--- src/rtl/ttc_cmd_decoder.sv ---
// TTC command byte decoder: debounces GBT link-ready, splits each byte into
// single-cycle strobes, and keeps saturating event counters plus BC0 orbit checks.
module ttc_cmd_decoder #(
    parameter logic [11:0] LHC_CYCLE  = 12'd3564,
    parameter logic [3:0]  RDY_STABLE = 4'd15
) (
    input  logic        clock,
    input  logic        reset,
    input  logic        gbt_link_ready,
    input  logic [7:0]  ttc_cmd,
    input  logic        cnt_reset,
    output logic        l1a,
    output logic        bc0,
    output logic        resync,
    output logic        ec0,
    output logic        oc0,
    output logic        calpulse,
    output logic        hard_reset,
    output logic [15:0] l1a_cnt,
    output logic [15:0] bc0_cnt,
    output logic [15:0] resync_cnt,
    output logic [15:0] cmd_err_cnt,
    output logic [15:0] bc0_err_cnt,
    output logic        cmd_err,
    output logic        bc0_period_err,
    output logic        bc0_lost,
    output logic        decode_en
);

    function automatic logic [15:0] cnt_next(input logic [15:0] v, input logic inc,
                                             input logic clr);
        if (clr)
            return 16'd0;
        else if (inc && v != 16'hFFFF)
            return v + 16'd1;
        else
            return v;
    endfunction

    function automatic logic [11:0] gap_next(input logic [11:0] v);
        return (v != 12'hFFF) ? v + 12'd1 : v;
    endfunction

    logic [3:0]  rdy_cnt;
    logic [11:0] gap;
    logic        armed;

    // Stage p0: combinational decode of the byte sampled this cycle
    logic       vld_p0;
    logic [5:0] ctl_p0;
    logic       multi_p0;
    logic       ctl_ok_p0;
    logic       l1a_p0;
    logic       err_p0;
    logic       bc0_p0;
    logic       resync_p0;
    logic       perr_p0;

    assign vld_p0    = gbt_link_ready && (rdy_cnt == RDY_STABLE);
    assign ctl_p0    = ttc_cmd[6:1];
    // x & (x-1) is non-zero exactly when two or more bits are set
    assign multi_p0  = |(ctl_p0 & (ctl_p0 - 6'd1));
    assign ctl_ok_p0 = vld_p0 && !ttc_cmd[7] && !multi_p0;
    assign l1a_p0    = vld_p0 && !ttc_cmd[7] && ttc_cmd[0];
    assign err_p0    = vld_p0 && (ttc_cmd[7] || multi_p0);
    assign bc0_p0    = ctl_ok_p0 && ctl_p0[0];
    assign resync_p0 = ctl_ok_p0 && ctl_p0[1];
    assign perr_p0   = bc0_p0 && armed && (gap != LHC_CYCLE - 12'd1);

    // Stage p1: registered strobes, counters and orbit supervision
    always_ff @(posedge clock) begin
        if (reset) begin
            rdy_cnt        <= 4'd0;
            decode_en      <= 1'b0;
            l1a            <= 1'b0;
            bc0            <= 1'b0;
            resync         <= 1'b0;
            ec0            <= 1'b0;
            oc0            <= 1'b0;
            calpulse       <= 1'b0;
            hard_reset     <= 1'b0;
            cmd_err        <= 1'b0;
            bc0_period_err <= 1'b0;
            l1a_cnt        <= 16'd0;
            bc0_cnt        <= 16'd0;
            resync_cnt     <= 16'd0;
            cmd_err_cnt    <= 16'd0;
            bc0_err_cnt    <= 16'd0;
            gap            <= 12'd0;
            armed          <= 1'b0;
            bc0_lost       <= 1'b0;
        end else begin
            if (!gbt_link_ready)
                rdy_cnt <= 4'd0;
            else if (rdy_cnt != RDY_STABLE)
                rdy_cnt <= rdy_cnt + 4'd1;

            decode_en      <= vld_p0;
            l1a            <= l1a_p0;
            bc0            <= bc0_p0;
            resync         <= resync_p0;
            ec0            <= ctl_ok_p0 && ctl_p0[2];
            oc0            <= ctl_ok_p0 && ctl_p0[3];
            calpulse       <= ctl_ok_p0 && ctl_p0[4];
            hard_reset     <= ctl_ok_p0 && ctl_p0[5];
            cmd_err        <= err_p0;
            bc0_period_err <= perr_p0;

            l1a_cnt     <= cnt_next(l1a_cnt, l1a_p0, cnt_reset);
            bc0_cnt     <= cnt_next(bc0_cnt, bc0_p0, cnt_reset);
            resync_cnt  <= cnt_next(resync_cnt, resync_p0, cnt_reset);
            cmd_err_cnt <= cnt_next(cmd_err_cnt, err_p0, cnt_reset);
            bc0_err_cnt <= cnt_next(bc0_err_cnt, perr_p0, cnt_reset);

            gap <= bc0_p0 ? 12'd0 : gap_next(gap);

            if (bc0_p0)
                armed <= 1'b1;
            else if (resync_p0)
                armed <= 1'b0;

            if (bc0_p0 || resync_p0)
                bc0_lost <= 1'b0;
            else if (armed && gap >= LHC_CYCLE - 12'd1)
                bc0_lost <= 1'b1;
        end
    end

endmodule

--- config.mk ---
export PLATFORM = sky130hd
export DESIGN_NAME = ttc_cmd_decoder
export DESIGN_NICKNAME = d
export VERILOG_FILES = /design/src/rtl/ttc_cmd_decoder.sv
export SDC_FILE = /design/constraint.sdc
export NUM_CORES = 1
export LEC_CHECK = 0
export ABC_CLOCK_PERIOD_IN_PS = 2500
export BUFFER_PORTS_ARGS = -buffer_cell sky130_fd_sc_hd__buf_4
export CORE_MARGIN = 5
export CORE_UTILIZATION = 55
export DETAILED_ROUTE_END_ITERATION = 8
export GPL_TIMING_DRIVEN = 0
export PLACE_DENSITY = 0.86
export SYNTH_ARGS = -nofsm -noshare
export SYNTH_HDL_FRONTEND = slang
export SYNTH_SLANG_ARGS = --single-unit
--- constraint.sdc ---
create_clock -name clock -period 2.5 [get_ports clock]
set_input_delay 0.375 -clock clock [delete_from_list [all_inputs] [get_ports clock]]
set_output_delay 0.375 -clock clock [all_outputs]
set_load 0.01 [all_outputs]
* Word-level counts from Yosys, hierarchy flattened
Index checks and enable logic that the tools add are counted.
** Storage, ports and cells
- Memories kept :: 0
- Output and inout port bits :: 91
- Register bits after elaboration :: 108
- ROM bits :: 0
- Input port bits :: 12
- RAM bits :: 0
- Logic and storage cells :: 70
- Bits in latches :: 0
** Operators by class
- $lt $le $gt $ge :: 1
- Shifts and indexed selects :: 0
- Reductions and logical operators :: 29
- Bitwise gates (word level) :: 2
- Divide/modulo/power cells :: 0
- Add/sub/neg operators :: 8
- Mux-type cells :: 2
- $mul :: 0
- Equal/unequal tests :: 9
** Operators with widths (number)
- adder 16 x 1 -> 16 bit (second input constant) :: 5
- != test 16 bit (second input constant) :: 5
- != test 12 bit (second input constant) :: 2
- logical AND 1 bit :: 19
- adder 12 x 1 -> 12 bit (second input constant) :: 1
- greater-or-equal comparator 12 bit (second input constant) :: 1
- OR reduction 2 bit :: 4
- AND 6 bit :: 1
- OR reduction 6 bit :: 1
- subtractor 6 x 1 -> 6 bit (second input constant) :: 1
- adder 4 x 1 -> 4 bit (second input constant) :: 1
- == test 4 bit (second input constant) :: 1
- != test 4 bit (second input constant) :: 1
- zero test 1 bit :: 2
- logical OR 1 bit :: 2
- 2-to-1 mux 1 bit :: 2
- nonzero test 2 bit :: 1
- inverter 1 bit :: 1

* Longest topological paths before layout
Gate-level depths: netlist of the first run.
- Word-level depth :: 9
- Depth in mapped cells :: 8
- Mapped depth without buffers :: 6

* Worst setup path after synthesis of the first run
Ideal clock, no wire load.
- Kind :: reg-to-reg
- Start :: register bc0_err_cnt[0]
- End :: register bc0_err_cnt[1]
- Library setup time :: 0.128 ns
- Period minus slack after synthesis :: 2.133 ns
- Cell stages (with the launch flop) :: 9
- Data required time :: 2.372 ns
- Buffers on the path :: 2
- Path slack :: 0.367 ns
- Data arrival time :: 2.005 ns
- Cells stage by stage :: dfxtp_1 ha_1 inv_1 or4_4 o211ai_4 buf_6 buf_8 mux2i_1 nor2_1
** Between the ends
- Longest elaborated chain between the ends :: 2
- Elaborated cells between the ends (all ways) :: 3
- Classes of those cells :: 1 x add/sub; 1 x eq/ne; 1 x reduce/logical
** RTL lines
- start: declaration :: RTL line 23 : output logic [15:0] bc0_err_cnt,
- start signal: assignment :: RTL line 113 : bc0_err_cnt <= cnt_next(bc0_err_cnt, perr_p0, cnt_reset);
- parallel branches: the longest is 2 deep, another holds adder 16 x 1 -> 16 bit
Several ways; the timed one is not identified.
A chain may end at the register's enable or synchronous reset.

* Final worst setup path of the first run
Same ends and word-level chain as after synthesis.

==> results.sh, run 1 <==
export IMPL_final_nets=760
export IMPL_crit_fanout=10
export IMPL_grt_pass1_wl_um=23120
export IMPL_synthCells=628
export IMPL_vias=5180
export IMPL_cts_sinks=108
export IMPL_die_w_um=107.8
export IMPL_grt_overflow=0
export IMPL_cts_tree="yes"
export IMPL_p_int_mw=2.123
export IMPL_worst_path_buf_inv=3
export IMPL_synthTopCellsByArea="dfxtp_1 (41%), xnor2_1 (5.2%), nor2_1 (4.9%), nand4_1 (4.0%), nand2_1 (3.8%)"
export IMPL_critPathKind="register to register"
export IMPL_slew_viol_final=0
export IMPL_cts_clk_slew_worst_paths_ns=0.11
export IMPL_hpwl_um=10390
export IMPL_dr_first_iter_drc_count=315
export IMPL_timing_final_crit_share_pct=92.37
export IMPL_drive_gt1_share_pct=19.19
export IMPL_fin_crit_ns=2.309
export IMPL_viasPerCell=5.927
export IMPL_antenna_found_initial=0
export IMPL_reg2reg_from="bc0_err_cnt[0]$_SDFFE_PP0P_"
export IMPL_multiInputGateArea_um2=2939
export IMPL_setup_violations=0
export IMPL_peakVddDrop_uv=358.2
export IMPL_async_reset_ff_share_pct=0
export IMPL_start_util_pct=56.62
export IMPL_holdCritPathClass="primary input to register"
export IMPL_power_switching_uw=677.9
export IMPL_worstMarginPinSlew_ns=0.8092
export IMPL_grt_use_total_pct=24.24
export IMPL_synth_nets=647
export IMPL_synth_enable_flop_cells=0
export IMPL_synth_area_leader_cell="dfxtp_1"
export IMPL_synth_distinct_cells=53
export IMPL_ys_flop_type="dfxtp_1"
export IMPL_port_buffers=102
export IMPL_wl_per_cell_um=15.91
export IMPL_syn_cell_area_um2=5256
export IMPL_cts_buffer_depth=2
export IMPL_rows=35
export IMPL_cts_htree_levels=3
export IMPL_fp_dieH_um=107.8
export IMPL_path_delay_family="simple AND/OR/NAND/NOR gates"
export IMPL_cp_end_kind="register"
export IMPL_crit_arrival_ns=2.55
export IMPL_grt_pass1_vias=4948
export IMPL_dieArea_um2=11610
export IMPL_syn_to_final_growth_pct=20.95
export IMPL_cts_setup_buffers=0
export IMPL_rr_worst_depth=8
export IMPL_outcome="complete, no violations"
export IMPL_yosys_warnings=0
export IMPL_reg2reg_to="bc0_err_cnt[1]$_SDFFE_PP0P_"
export IMPL_n_fill_cell=785
export IMPL_first_pass_iters=5
export IMPL_ff_latch_area_um2=2165
export IMPL_min_path_cells=2
export IMPL_whs_ns=0.3047
export IMPL_root_buffer="clkbuf_8"
export IMPL_hp_start="ttc_cmd[4]"
export IMPL_critPathMaxStageDelay_ns=0.56
export IMPL_synth_top_cells_by_count="dfxtp_1 (108), nor2_1 (69), nand2_1 (53), a21oi_1 (39), nand3_1 (39)"
export IMPL_cts_buffers=9
export IMPL_wirelength_um=13910
export IMPL_crit_path_start="bc0_err_cnt[0]$_SDFFE_PP0P_"
export IMPL_rrSetupSlack_ns=0.19
export IMPL_yosys_cell_count_top_type="dfxtp_1"
export IMPL_pwr_share_seq_pct=61.8
export IMPL_finish_utilization_pct=68.48
export IMPL_max_freq_ghz=0.4331
export IMPL_grt_max_degree=19
export IMPL_yosysSeqAreaShare_pct=41.13
export IMPL_post_dp_cell_area_um2=6183
export IMPL_antenna_cells=0
export IMPL_route_detailed_drc=0
export IMPL_pwr_share_comb_pct=3.6
export IMPL_synth_seq_cells=108
export IMPL_coreArea_um2=9284
export IMPL_insertion_delay_ns=0.37
export IMPL_slew_headroom_pct=45.61
export IMPL_ios=103
export IMPL_antenna_left=0
export IMPL_fin_skew_ns=0.01437
export IMPL_cp_start_kind="register"
export IMPL_switching_share_pct=24.20
export IMPL_postLayoutCellArea_um2=6357
export IMPL_p_per_area_nw_per_um2=440.7
export IMPL_p_leak_nw=2.246
export IMPL_drv_cap=0
export IMPL_critPathSlowestCell="or4_4"
export IMPL_synth_top_area_share_pct=41.13
export IMPL_min_to="oc0$_SDFF_PP0_"
export IMPL_place_gp_congestion=0.9409
export IMPL_clkPwrFrac_pct=34.6
export IMPL_syn_avg_cell_area_um2=8.370
export IMPL_finalSetupTns_ns=0
export IMPL_hold_viol_final=0
export IMPL_grt_setup_unrepaired="false"
export IMPL_crit_chain="ha_1 -> inv_1 -> or4_4 -> o211ai_4 -> buf_6 -> buf_8 -> mux2i_1 -> nor2_1"
export IMPL_cp_required_ns=2.74
==> cell families after synthesis <==
group / after synthesis / synth area share, %
compound gates: 99 / 11.69
simple gates: 330 / 34.02
mux: 9 / 1.714
xor+xnor: 41 / 6.832
flops: 108 / 41.13
buf+inv: 34 / 2.952
fa+ha+maj: 7 / 1.666
==> state kept, by name (all words and copies together), names as in the netlist <==
name            flops
armed               1
l1a_cnt            16
rdy_cnt             4
hard_reset          1
decode_en           1
bc0_cnt            16
gap                12
resync              1
bc0_lost            1
resync_cnt         16
cmd_err             1
cmd_err_cnt        16
oc0                 1
ec0                 1
calpulse            1
l1a                 1
bc0_period_err      1
bc0                 1
bc0_err_cnt        16
==> cell type report <==
| cell class | instances | area share (%) |
|---|---|---|
| inverter | 11 | 0.6495 |
| sequential | 108 | 34.05 |
| clock inverter | 6 | 0.7479 |
| buffer | 23 | 1.791 |
| tap | 129 | 2.539 |
| clock buffer | 9 | 1.948 |
| multi-input combinational | 486 | 46.23 |
| timing repair buffer | 102 | 12.04 |
==> timing repair <==
| item | CTS | global route |
|---|---|---|
| hold buffers | 0 | 0 |
| endpoints found under the hold margin | 0 | 0 |
| resized for setup | 0 | 2 |
| setup endpoints to repair | 0 | 2 |
==> worst max-delay path by stage <==
| stage | endpoint | depth (start not counted) |
|---|---|---|
| 2_1_floorplan | bc0_err_cnt[1]$_SDFFE_PP0P_ | 8 |
| 3_3_place_gp | bc0_err_cnt[1]$_SDFFE_PP0P_ | 8 |
| 3_5_place_dp | bc0_err_cnt[0]$_SDFFE_PP0P_ | 8 |
| 4_1_cts | bc0_err_cnt[0]$_SDFFE_PP0P_ | 8 |
| 5_1_grt | bc0_cnt[7]$_SDFFE_PP0P_ | 8 |
| 6_report | bc0_err_cnt[1]$_SDFFE_PP0P_ | 8 |
==> through the flow <==
stage	worst slack [ns]	total power [mW]	std cells
2_1_floorplan	0.3673	1.821	628
3_3_place_gp	0.1946	1.863	859
3_5_place_dp	0.1491	1.869	859
4_1_cts	0.1261	2.811	874
5_1_grt	0.02614	2.903	874
6_report	0.1908	2.801	874
==> worst reg2reg max path, stage by stage, from the launching register on <==
cell and delay [ns]:
dfxtp_2 0.41, ha_1 0.25, inv_1 0.13, or4_4 0.56, o211ai_4 0.28, buf_6 0.18
buf_8 0.14, mux2i_1 0.18, nor2_1 0.05
==> layer usage <==
metal / track usage [%] / vias to the layer above / routed length (µm)
li1: - / 2545 / -
met1: 30.44 / 2430 / 5947
met2: 40.01 / 176 / 6635
met3: 5.759 / 29 / 901
met4: 9.558 / 0 / 422
met5: 0 / - / 0
==> power by group through the flow <==
stage / sequential [mW] / clock [mW] / combinational, mW
after CTS: 1.73 / 0.981 / 0.0991
after detailed placement: 1.77 / 0 / 0.0986
after floorplan: 1.77 / 0 / 0.0522
final: 1.73 / 0.971 / 0.100
after global placement: 1.77 / 0 / 0.0939
after global routing: 1.73 / 1.06 / 0.110
==> cell usage in the layout, fill, tap and decap left out, drive strengths merged, types with 22 or more instances in the layout <==
cell type  netlist  layout
clkbuf          15      24
buf              8     110
nand3           39      39
a21oi           39      39
xnor2           31      31
dfxtp          108     108
o21ai           27      27
nor2            69      69
nor4            25      25
nand2           53      53
nand4           36      36
nor3            22      22
or3             25      25
Power figures use the tool's default switching activity.
==> run 2: changes to the inputs <==
ABC_CLOCK_PERIOD_IN_PS = 2600   (was 2500)
TNS_END_PERCENT = 10   (was default)
clock period = 2.6 ns   (was 2.5 ns; I/O delays follow)
==> run 2 against run 1 <==
Design area is essentially flat; sequential power decreased by 4%; count of clock-buffer cells in the layout did not move; power fell by 4.0%; largest cell class unchanged; largest power group unchanged; highest routed layer unchanged.
==> results.sh, run 2 (synthesis results as in run 1) <==
export IMPL_outcome="complete, no violations"
export IMPL_fp_dieH_um=107.8
export IMPL_min_path_cells=2
export IMPL_route_detailed_drc=0
export IMPL_antenna_left=0
export IMPL_cp_start_kind="register"
export IMPL_timing_final_crit_share_pct=91.85
export IMPL_crit_fanout=10
export IMPL_reg2reg_to="bc0_err_cnt[0]$_SDFFE_PP0P_"
export IMPL_crit_chain="ha_1 -> inv_1 -> or4_4 -> o211ai_4 -> buf_6 -> buf_8 -> xor2_1 -> nor2_1"
export IMPL_wirelength_um=13900
export IMPL_critPathKind="register to register"
export IMPL_dr_first_iter_drc_count=307
export IMPL_worstMarginPinSlew_ns=0.8099
export IMPL_total_power_mw=2.689
export IMPL_cts_clk_slew_worst_paths_ns=0.11
export IMPL_vias=5176
export IMPL_max_freq_ghz=0.4187
export IMPL_setup_violations=0
export IMPL_antenna_found_initial=0
export IMPL_slew_viol_final=0
export IMPL_critPathMaxStageDelay_ns=0.56
export IMPL_root_buffer="clkbuf_8"
export IMPL_syn_to_final_growth_pct=20.90
export IMPL_whs_ns=0.3224
export IMPL_antenna_cells=0
export IMPL_holdCritPathClass="primary input to register"
export IMPL_cp_required_ns=2.84
export IMPL_path_delay_family="simple AND/OR/NAND/NOR gates"
export IMPL_hp_start="ttc_cmd[6]"
export IMPL_cts_sinks=108
export IMPL_drive_gt1_share_pct=18.93
export IMPL_fin_ws_ns=0.2119
export IMPL_insertion_delay_ns=0.36
export IMPL_cp_end_kind="register"
export IMPL_rr_worst_depth=8
export IMPL_grt_use_total_pct=24.24
export IMPL_worst_path_buf_inv=3
export IMPL_coreArea_um2=9284
export IMPL_rows=35
export IMPL_die_w_um=107.8
export IMPL_viasPerCell=5.922
export IMPL_fin_crit_ns=2.388
export IMPL_grt_setup_unrepaired="false"
export IMPL_hold_viol_final=0
export IMPL_grt_pass1_vias=4948
export IMPL_first_pass_iters=5
export IMPL_min_to="hard_reset$_SDFF_PP0_"
export IMPL_start_util_pct=56.62
export IMPL_cts_htree_levels=3
export IMPL_cts_buffers=9
export IMPL_final_common_cell="dfxtp_1"
export IMPL_dieArea_um2=11610
export IMPL_crit_arrival_ns=2.63
export IMPL_layout_common_cells="dfxtp_1 (108), buf_4 (103), nor2_1 (69)"
export IMPL_grt_max_degree=19
export IMPL_peakVddDrop_uv=344.2
export IMPL_dpl_cell_count=859
export IMPL_critPathSlowestCell="or4_4"
export IMPL_cts_hold_buf=0
export IMPL_p_leak_nw=2.245
export IMPL_finish_utilization_pct=68.45
export IMPL_p_per_area_nw_per_um2=423.2
export IMPL_rrSetupSlack_ns=0.21
export IMPL_cts_setup_buffers=0
export IMPL_grt_overflow=0
export IMPL_cts_buffer_depth=2
export IMPL_finalSetupTns_ns=0
export IMPL_drv_cap=0
export IMPL_ios=103
export IMPL_post_dp_cell_area_um2=6183
export IMPL_fin_skew_ns=0.01439
export IMPL_grt_pass1_wl_um=23120
export IMPL_post_cts_resized=0
export IMPL_port_buffers=102
export IMPL_reg2reg_from="bc0_err_cnt[0]$_SDFFE_PP0P_"
export IMPL_hpwl_um=10390
export IMPL_final_cells=874
export IMPL_slew_headroom_pct=45.56
export IMPL_post_place_ws_ns=0.2491
export IMPL_place_gp_congestion=0.9409
export IMPL_postLayoutCellArea_um2=6355
export IMPL_wl_per_cell_um=15.90
export IMPL_cts_tree="yes"
export IMPL_final_nets=760
-- run 2: changes by cell type in the layout (fill, tap and decap cells not counted) --
| cell | previous run | this run |
|---|---|---|
| dfxtp_1 | 106 | 108 |
| dfxtp_2 | 2 | 0 |
-- run 2: area by class of cell --
cell class,count,area (µm²)
plain buffers,23,113.9
clock buffers,9,123.9
clock inverters,6,47.55
fillers,786,2929
inverters,11,41.29
multi-input cells,486,2939
flip-flops and latches,108,2162
well taps,129,161.4
repair buffers,102,765.7
-- run 2: per-layer routing --
metal,routed length [µm],vias up,GRT usage [%]
li1,-,2551,-
met1,5886,2414,30.44
met2,6618,176,40.01
met3,937,35,5.759
met4,456,0,9.558
met5,0,-,0
-- run 2: worst max-delay path by stage --
stage | to | cells after the start | slack, ns | from
2_1_floorplan | bc0_err_cnt[1]$_SDFFE_PP0P_ | 8 | 0.47 | bc0_err_cnt[0]$_SDFFE_PP0P_
3_3_place_gp | bc0_err_cnt[1]$_SDFFE_PP0P_ | 8 | 0.29 | bc0_err_cnt[0]$_SDFFE_PP0P_
3_5_place_dp | bc0_err_cnt[0]$_SDFFE_PP0P_ | 8 | 0.25 | bc0_err_cnt[0]$_SDFFE_PP0P_
4_1_cts | bc0_err_cnt[0]$_SDFFE_PP0P_ | 8 | 0.23 | bc0_err_cnt[0]$_SDFFE_PP0P_
5_1_grt | bc0_err_cnt[0]$_SDFFE_PP0P_ | 8 | 0.07 | bc0_err_cnt[0]$_SDFFE_PP0P_
6_report | bc0_err_cnt[0]$_SDFFE_PP0P_ | 8 | 0.21 | bc0_err_cnt[0]$_SDFFE_PP0P_
-- run 2: where the power goes --
| group | switching (mW) | internal, mW | leakage (nW) |
|---|---|---|---|
| combinational | 0.0656 | 0.0309 | 1.29 |
| sequential | 0.00552 | 1.66 | 0.870 |
| clock | 0.576 | 0.353 | 0.0861 |
-- run 2: worst reg2reg max path, stage by stage (launching register included) --
cell and delay, ns:
dfxtp_1 0.48, ha_1 0.28, inv_1 0.12, or4_4 0.56, o211ai_4 0.27, buf_6 0.18, buf_8 0.14, xor2_1 0.18
nor2_1 0.06
